`src/rtl/minimig_autoconfig_master.sv`:
```
// Host-side AutoConfig enumerator: reads each board's type/flags, places it
// in the ZII RAM / ZII I/O / ZIII window and writes its base or shuts it up.
module minimig_autoconfig_master #(
    parameter int          MAX_BOARDS   = 6,
    parameter int          TIMEOUT      = 255,
    parameter logic [7:0]  Z2_MEM_BASE  = 8'h20,
    parameter logic [7:0]  Z2_MEM_LIMIT = 8'hA0,
    parameter logic [7:0]  Z2_IO_BASE   = 8'hE9,
    parameter logic [7:0]  Z2_IO_LIMIT  = 8'hF0,
    parameter logic [15:0] Z3_BASE      = 16'h4000,
    parameter logic [15:0] Z3_LIMIT     = 16'h8000
) (
    input  logic        clk,
    input  logic        reset_n,
    input  logic        clk7_en,
    input  logic        start,
    output logic        bus_req,
    output logic [7:0]  bus_addr,
    output logic        bus_rd,
    output logic        bus_hwr,
    output logic        bus_lwr,
    output logic [15:0] bus_dout,
    input  logic [15:0] bus_din,
    input  logic        bus_ack,
    output logic        busy,
    output logic        done,
    output logic        error,
    output logic [2:0]  boards_found,
    output logic [7:0]  z2_mem_top,
    output logic [15:0] z3_top
);

    localparam int         TW     = $clog2(TIMEOUT + 1);
    localparam logic [3:0] MAXB   = 4'(MAX_BOARDS);
    localparam logic [7:0] A_Z3   = 8'h22;
    localparam logic [7:0] A_Z2   = 8'h24;
    localparam logic [7:0] A_SHUT = 8'h26;

    typedef enum logic [2:0] {
        S_IDLE,
        S_RD,
        S_EVAL,
        S_WR_BASE,
        S_SHUTUP,
        S_DONE
    } state_t;

    state_t state, state_nx;

    logic [1:0]    rd_idx, rd_idx_nx;
    logic [7:0]    type_q, type_nx;
    logic [7:0]    flags_q, flags_nx;
    logic [3:0]    count, count_nx;
    logic [TW-1:0] tmo, tmo_nx;
    logic [7:0]    io_ptr, io_ptr_nx;
    logic [7:0]    mem_top_nx;
    logic [15:0]   z3_top_nx;
    logic [7:0]    wr_addr, wr_addr_nx;
    logic [15:0]   wr_data, wr_data_nx;
    logic          req_nx, rd_nx, hwr_nx, lwr_nx;
    logic [7:0]    addr_nx;
    logic [15:0]   dout_nx;
    logic          done_nx, error_nx;
    logic [2:0]    found_nx;
    logic [3:0]    nib;

    // ZII allocation, one bit wider than needed so the fit test cannot wrap
    logic [8:0]  z2_size;
    logic [7:0]  z2_ptr, z2_lim;
    logic [9:0]  z2_base, z2_end;
    logic        z2_fit;

    always_comb begin
        z2_size = 9'd128;
        if (type_q[2:0] != 3'd0)
            z2_size = 9'd1 << (type_q[2:0] - 3'd1);
    end

    assign z2_ptr  = type_q[5] ? z2_mem_top : io_ptr;
    assign z2_lim  = type_q[5] ? Z2_MEM_LIMIT : Z2_IO_LIMIT;
    assign z2_base = ({2'b00, z2_ptr} + {1'b0, z2_size} - 10'd1)
                   & ~({1'b0, z2_size} - 10'd1);
    assign z2_end  = z2_base + {1'b0, z2_size};
    assign z2_fit  = z2_end <= {2'b00, z2_lim};

    logic [16:0] z3_size;
    logic [17:0] z3_base, z3_end;
    logic        z3_ok, z3_fit;

    always_comb begin
        case (type_q[2:0])
            3'd0:    z3_size = 17'd256;
            3'd1:    z3_size = 17'd512;
            3'd2:    z3_size = 17'd1024;
            default: z3_size = 17'd0;
        endcase
    end

    assign z3_ok   = !flags_q[5] && (type_q[2:0] <= 3'd2);
    assign z3_base = ({2'b00, z3_top} + {1'b0, z3_size} - 18'd1)
                   & ~({1'b0, z3_size} - 18'd1);
    assign z3_end  = z3_base + {1'b0, z3_size};
    assign z3_fit  = z3_end <= {2'b00, Z3_LIMIT};

    assign nib  = bus_din[15:12];
    assign busy = (state != S_IDLE) && (state != S_DONE);

    logic unused_bits;
    assign unused_bits = ^{bus_din[11:0], type_q[4:3], flags_q[7:6],
                           flags_q[4:0], z2_base[9:8], z3_base[17:16]};

    always_comb begin
        state_nx   = state;
        rd_idx_nx  = rd_idx;
        type_nx    = type_q;
        flags_nx   = flags_q;
        count_nx   = count;
        tmo_nx     = tmo;
        io_ptr_nx  = io_ptr;
        mem_top_nx = z2_mem_top;
        z3_top_nx  = z3_top;
        wr_addr_nx = wr_addr;
        wr_data_nx = wr_data;
        req_nx     = bus_req;
        rd_nx      = bus_rd;
        hwr_nx     = bus_hwr;
        lwr_nx     = bus_lwr;
        addr_nx    = bus_addr;
        dout_nx    = bus_dout;
        done_nx    = done;
        error_nx   = error;
        found_nx   = boards_found;

        if (clk7_en) begin
            case (state)
                S_IDLE, S_DONE: begin
                    if (start) begin
                        done_nx    = 1'b0;
                        error_nx   = 1'b0;
                        found_nx   = 3'd0;
                        mem_top_nx = Z2_MEM_BASE;
                        io_ptr_nx  = Z2_IO_BASE;
                        z3_top_nx  = Z3_BASE;
                        count_nx   = 4'd0;
                        rd_idx_nx  = 2'd0;
                        state_nx   = S_RD;
                    end
                end
                S_RD, S_WR_BASE, S_SHUTUP: begin
                    if (!bus_req) begin
                        req_nx = 1'b1;
                        tmo_nx = TW'(TIMEOUT);
                        if (state == S_RD) begin
                            rd_nx   = 1'b1;
                            addr_nx = {5'd0, rd_idx[1], 1'b0, rd_idx[0]};
                        end else begin
                            hwr_nx  = 1'b1;
                            lwr_nx  = 1'b1;
                            addr_nx = (state == S_SHUTUP) ? A_SHUT : wr_addr;
                            dout_nx = (state == S_SHUTUP) ? 16'h0000 : wr_data;
                        end
                    end else if (bus_ack) begin
                        req_nx  = 1'b0;
                        rd_nx   = 1'b0;
                        hwr_nx  = 1'b0;
                        lwr_nx  = 1'b0;
                        addr_nx = 8'h00;
                        dout_nx = 16'h0000;
                        if (state == S_RD) begin
                            case (rd_idx)
                                2'd0:    type_nx[7:4]  = nib;
                                2'd1:    type_nx[3:0]  = nib;
                                2'd2:    flags_nx[7:4] = ~nib;
                                default: flags_nx[3:0] = ~nib;
                            endcase
                            rd_idx_nx = rd_idx + 2'd1;
                            if (rd_idx == 2'd3)
                                state_nx = S_EVAL;
                        end else begin
                            count_nx  = count + 4'd1;
                            rd_idx_nx = 2'd0;
                            if (count_nx == MAXB) begin
                                state_nx = S_DONE;
                                done_nx  = 1'b1;
                            end else begin
                                state_nx = S_RD;
                            end
                        end
                    end else if (tmo == TW'(1)) begin
                        req_nx   = 1'b0;
                        rd_nx    = 1'b0;
                        hwr_nx   = 1'b0;
                        lwr_nx   = 1'b0;
                        addr_nx  = 8'h00;
                        dout_nx  = 16'h0000;
                        state_nx = S_DONE;
                        done_nx  = 1'b1;
                        error_nx = 1'b1;
                    end else begin
                        tmo_nx = tmo - TW'(1);
                    end
                end
                S_EVAL: begin
                    if (type_q[7:6] == 2'b11 && z2_fit) begin
                        state_nx   = S_WR_BASE;
                        wr_addr_nx = A_Z2;
                        wr_data_nx = {z2_base[7:0], z2_base[7:0]};
                        if (type_q[5])
                            mem_top_nx = z2_end[7:0];
                        else
                            io_ptr_nx = z2_end[7:0];
                        if (boards_found != 3'd7)
                            found_nx = boards_found + 3'd1;
                    end else if (type_q[7:6] == 2'b10 && z3_ok && z3_fit) begin
                        state_nx   = S_WR_BASE;
                        wr_addr_nx = A_Z3;
                        wr_data_nx = z3_base[15:0];
                        z3_top_nx  = z3_end[15:0];
                        if (boards_found != 3'd7)
                            found_nx = boards_found + 3'd1;
                    end else if (type_q[7]) begin
                        state_nx = S_SHUTUP;
                    end else begin
                        state_nx = S_DONE;
                        done_nx  = 1'b1;
                    end
                end
                default: state_nx = S_IDLE;
            endcase
        end
    end

    always_ff @(posedge clk or negedge reset_n) begin
        if (!reset_n) begin
            state        <= S_IDLE;
            rd_idx       <= 2'd0;
            type_q       <= 8'h00;
            flags_q      <= 8'h00;
            count        <= 4'd0;
            tmo          <= '0;
            io_ptr       <= Z2_IO_BASE;
            z2_mem_top   <= Z2_MEM_BASE;
            z3_top       <= Z3_BASE;
            wr_addr      <= 8'h00;
            wr_data      <= 16'h0000;
            bus_req      <= 1'b0;
            bus_rd       <= 1'b0;
            bus_hwr      <= 1'b0;
            bus_lwr      <= 1'b0;
            bus_addr     <= 8'h00;
            bus_dout     <= 16'h0000;
            done         <= 1'b0;
            error        <= 1'b0;
            boards_found <= 3'd0;
        end else begin
            state        <= state_nx;
            rd_idx       <= rd_idx_nx;
            type_q       <= type_nx;
            flags_q      <= flags_nx;
            count        <= count_nx;
            tmo          <= tmo_nx;
            io_ptr       <= io_ptr_nx;
            z2_mem_top   <= mem_top_nx;
            z3_top       <= z3_top_nx;
            wr_addr      <= wr_addr_nx;
            wr_data      <= wr_data_nx;
            bus_req      <= req_nx;
            bus_rd       <= rd_nx;
            bus_hwr      <= hwr_nx;
            bus_lwr      <= lwr_nx;
            bus_addr     <= addr_nx;
            bus_dout     <= dout_nx;
            done         <= done_nx;
            error        <= error_nx;
            boards_found <= found_nx;
        end
    end

endmodule

```
`config.mk`:
```
export PLATFORM = sky130hd
export DESIGN_NAME = minimig_autoconfig_master
export DESIGN_NICKNAME = d
export VERILOG_FILES = /design/src/rtl/minimig_autoconfig_master.sv
export SDC_FILE = /design/constraint.sdc
export NUM_CORES = 1
export LEC_CHECK = 0
export CAP_MARGIN = 20
export CORE_MARGIN = 10
export CORE_UTILIZATION = 51
export DETAILED_ROUTE_END_ITERATION = 10
export GPL_ROUTABILITY_DRIVEN = 0
export PLACE_DENSITY = 0.86
export SKIP_LAST_GASP = 1
export SYNTH_ARGS = -nofsm -noshare
export SYNTH_HDL_FRONTEND = slang
export SYNTH_SLANG_ARGS = --single-unit
export TNS_END_PERCENT = 20
```
`constraint.sdc`:
```
create_clock -name clk -period 4.5 [get_ports clk]
set_input_delay 0.45 -clock clk [delete_from_list [all_inputs] [get_ports clk]]
set_output_delay 0.45 -clock clk [all_outputs]
set_load 0.1 [all_outputs]
```
==> results.yml <==
status:
  outcome: "finished with violations"
  violations: "negative setup slack"
worst_setup_path:
  r2r_start: "type_q[5]"
  cp_data_arrival_time_ns: 4.95
  worstSetupStartpointType: "flop"
  crit_fanout: 8
  crit_required_ns: 4.75
  end_kind: "flop"
  critPathLaunch: "type_q[5]"
  crit_type: "flop to flop"
  r2r_slack_ns: -0.19
synth:
  async_reset_ff_share_pct: 100
  syn-cell-area_um2: 6500
  synthDominantCellAreaShare_pct: 33.9
  synth_top_flop_cell: "dfrtp_1"
  yosys_warnings: 0
  synthDistinctLibCells: 89
  ys_ff_latch: 95
  synth_area_per_cell_um2: 9.31
  synth_common_cells: "dfrtp_1, nand2_1, nor2_1"
  seq_area_frac_synth_pct: 36.7
  synth_most_common_cell: "dfrtp_1"
  synth_edf_count: 0
  synth_top_cell_by_area: "dfrtp_1"
  syn_inst: 699
  synth_top_cells_by_area: "dfrtp_1, ha_1, mux2i_1"
sta:
  rsz0062_at_grt: "yes"
  relSlewSlack_pct: 32.7
  setup_slack_ns: -0.195
  fmax_mhz: 213
  finalMaxSlewViolations: 0
  finClkSkew_ns: 0.00817
  worst_pin_slew_ns: 1.01
  hold_slack_ns: 0.197
  setup_viol: 31
  finalCritPeriodShare_pct: 104
  hold_violations: 0
  min_period_ns: 4.69
global_routing:
  gr-usage-met3_pct: 3.33
  grt_pass1_vias: 5744
  busiest_layer: "met2"
  grt_usage_pct: 19.7
  antenna_found_initial: 0
  gr-usage-met1_pct: 23.8
  grt_overflow: 0
  grt_pass1_wl_mm: 28.9
  use_met2_pct: 32.7
  grt_start_max_net_pins: 72
die:
  ios: 79
  rows: 41
  fp.dieW_um: 133
  core_area_um2: 12600
  die_h_um: 133
  start_util_pct: 51.8
  dieArea_um2: 17700
layout:
  syn_to_final_growth_pct: 28.3
  layout.nets: 883
  antenna_cells: 0
  drive_gt1_share_pct: 23.4
cts:
  clockBufferDepth: 2
  h-tree-depth: 3
  cts_buffers: 9
  clkTransAtPathRegs_ns: 0.07
  root_buffer: "clkbuf_16"
  cts_tree: "done"
  cts_num_sinks: 95
  clock_latency_ns: 0.36
drt:
  routed_via_density: 6.23
  routed_wl_mm: 20.0
  first_iter_violations: 855
  vias: 6207
  dr.pass1.iters: 7
  ant_nets: 0
  remaining_drc_errors: 0
  wire_per_inst_um: 20.0
placement:
  hpwl_mm: 12.7
  io_buffers: 54
worst_hold_path:
  hp-class: "input port to asynchronous set/reset pin"
job:
  maxCapViolCount: 0
==> stage by stage <==
| step | TNS, ns | setup slack [ns] | std cells | area (µm²) | util, % |
|---|---|---|---|---|---|
| 2_1_floorplan | 0 | 0.0106 | 710 | 6580 | - |
| 3_3_place_gp | 0 | 0.0112 | 953 | 7540 | 60.0 |
| 3_5_place_dp | -0.700 | -0.0650 | 953 | 7540 | 60.0 |
| 4_1_cts | -0.00762 | -0.00730 | 978 | 8020 | 63.8 |
| 5_1_grt | -8.16 | -0.297 | 997 | 8350 | 66.4 |
| 6_report | -3.51 | -0.195 | 997 | 8350 | 66.4 |
==> worst max-delay path, stage by stage, from the launching register on <==
cell and delay, ns:
dfrtp_2 0.45, buf_4 0.15, mux2i_1 0.30, xnor2_1 0.20
inv_1 0.10, fa_1 0.47, xor2_1 0.20, buf_4 0.16
mux2i_1 0.38, and4_1 0.28, o21a_2 0.22, a31oi_4 0.14
o21ai_0 0.34, o2111a_2 0.35, nand3_4 0.12, buf_4 0.18
buf_4 0.12, buf_4 0.15, o221a_2 0.26
==> layout make-up <==
type / instances / area, µm²
fillers: 849 / 4220
multi-input cells: 533 / 4060
flip-flops and latches: 95 / 2390
repair buffers: 140 / 1220
clock buffers: 11 / 243
well taps: 172 / 215
inverters: 41 / 154
clock inverters: 5 / 63.8
==> cells in the final DEF (no fill, tap or decap), drive strengths merged, types with 4 or more instances in the layout <==
master         netlist  routed
conb                 1      12
ha                  39      39
nor2b               12      12
xor2                11      11
a21oi               17      17
nand2               78      78
o22a                 4       4
o221a                4       4
o211ai               5       5
o21a                10      10
nand2b               7       7
mux2                10      10
a31oi                6       6
a21o                 5       5
nor2                50      50
o21ai               37      37
and3                 7       7
clkbuf              15      11
mux2i               30      30
o22ai                9       9
inv                 41      43
a22o                18      18
nor3                13      13
or3                 11      11
buf                 26      87
xnor2               19      19
and2                10      10
dfstp                7       7
nand3               26      26
nor3b                5       5
clkdlybuf4s50        0      53
and4                 4       4
or3b                 5       5
or2                  5       5
nand3b               5       5
dfrtp               88      88
==> logic make-up (layout without fill, tap and decap cells) <==
family / after synthesis / after routing / synth area share, %
fa+ha+maj: 42 / 42 / 8.42
other cells: 1 / 12 / 0.0576
buf+inv: 82 / 197 / 5.92
xor+xnor: 30 / 30 / 4.04
simple gates: 252 / 252 / 20.6
mux: 40 / 40 / 6.35
flops: 95 / 95 / 36.7
compound gates: 157 / 157 / 17.9
==> metal layers <==
layer,wire length (µm),part of all wire (%),vias to the layer above
li1,-,-,2740
met1,7480,37,2954
met2,9470,47,407
met3,1810,9.0,106
met4,1220,6.1,0
met5,0,0,-
==> flip-flops by register name, summed over array words and instances (netlist names), 2 cells and up <==
| register | count |
|---|---|
| count | 4 |
| wr_addr | 3 |
| io_ptr | 8 |
| rd_idx | 2 |
| tmo | 8 |
| wr_data | 16 |
| z2_mem_top | 8 |
| boards_found | 3 |
| type_q | 6 |
| bus_dout | 16 |
| z3_top | 8 |
| state | 3 |
| bus_addr | 4 |
==> path summary, 6_finish.rpt <==
path / to / cells past startpoint
setup / recovery: wr_data[12] / 18
hold / removal: tmo[5] / 1
setup reg to reg: wr_data[12] / 18
hold reg to reg: bus_addr[1] / 2
max in group asynchronous: z3_top[14] / 2
min in group clk: bus_addr[1] / 2
==> timing repair <==
| item | CTS | global route |
|---|---|---|
| setup buffers | 9 | 19 |
| endpoints found under the setup margin | 47 | 49 |
| pin swaps | 14 | 25 |
| endpoints found under the hold margin | 0 | 0 |
| gates resized for setup | 21 | 41 |
| gates cloned | 0 | 1 |
| hold buffers | 0 | 0 |
Power is left out: the tool's default activity adds up to more than one toggle a clock period on the data nets, which glitch-free logic cannot reach.
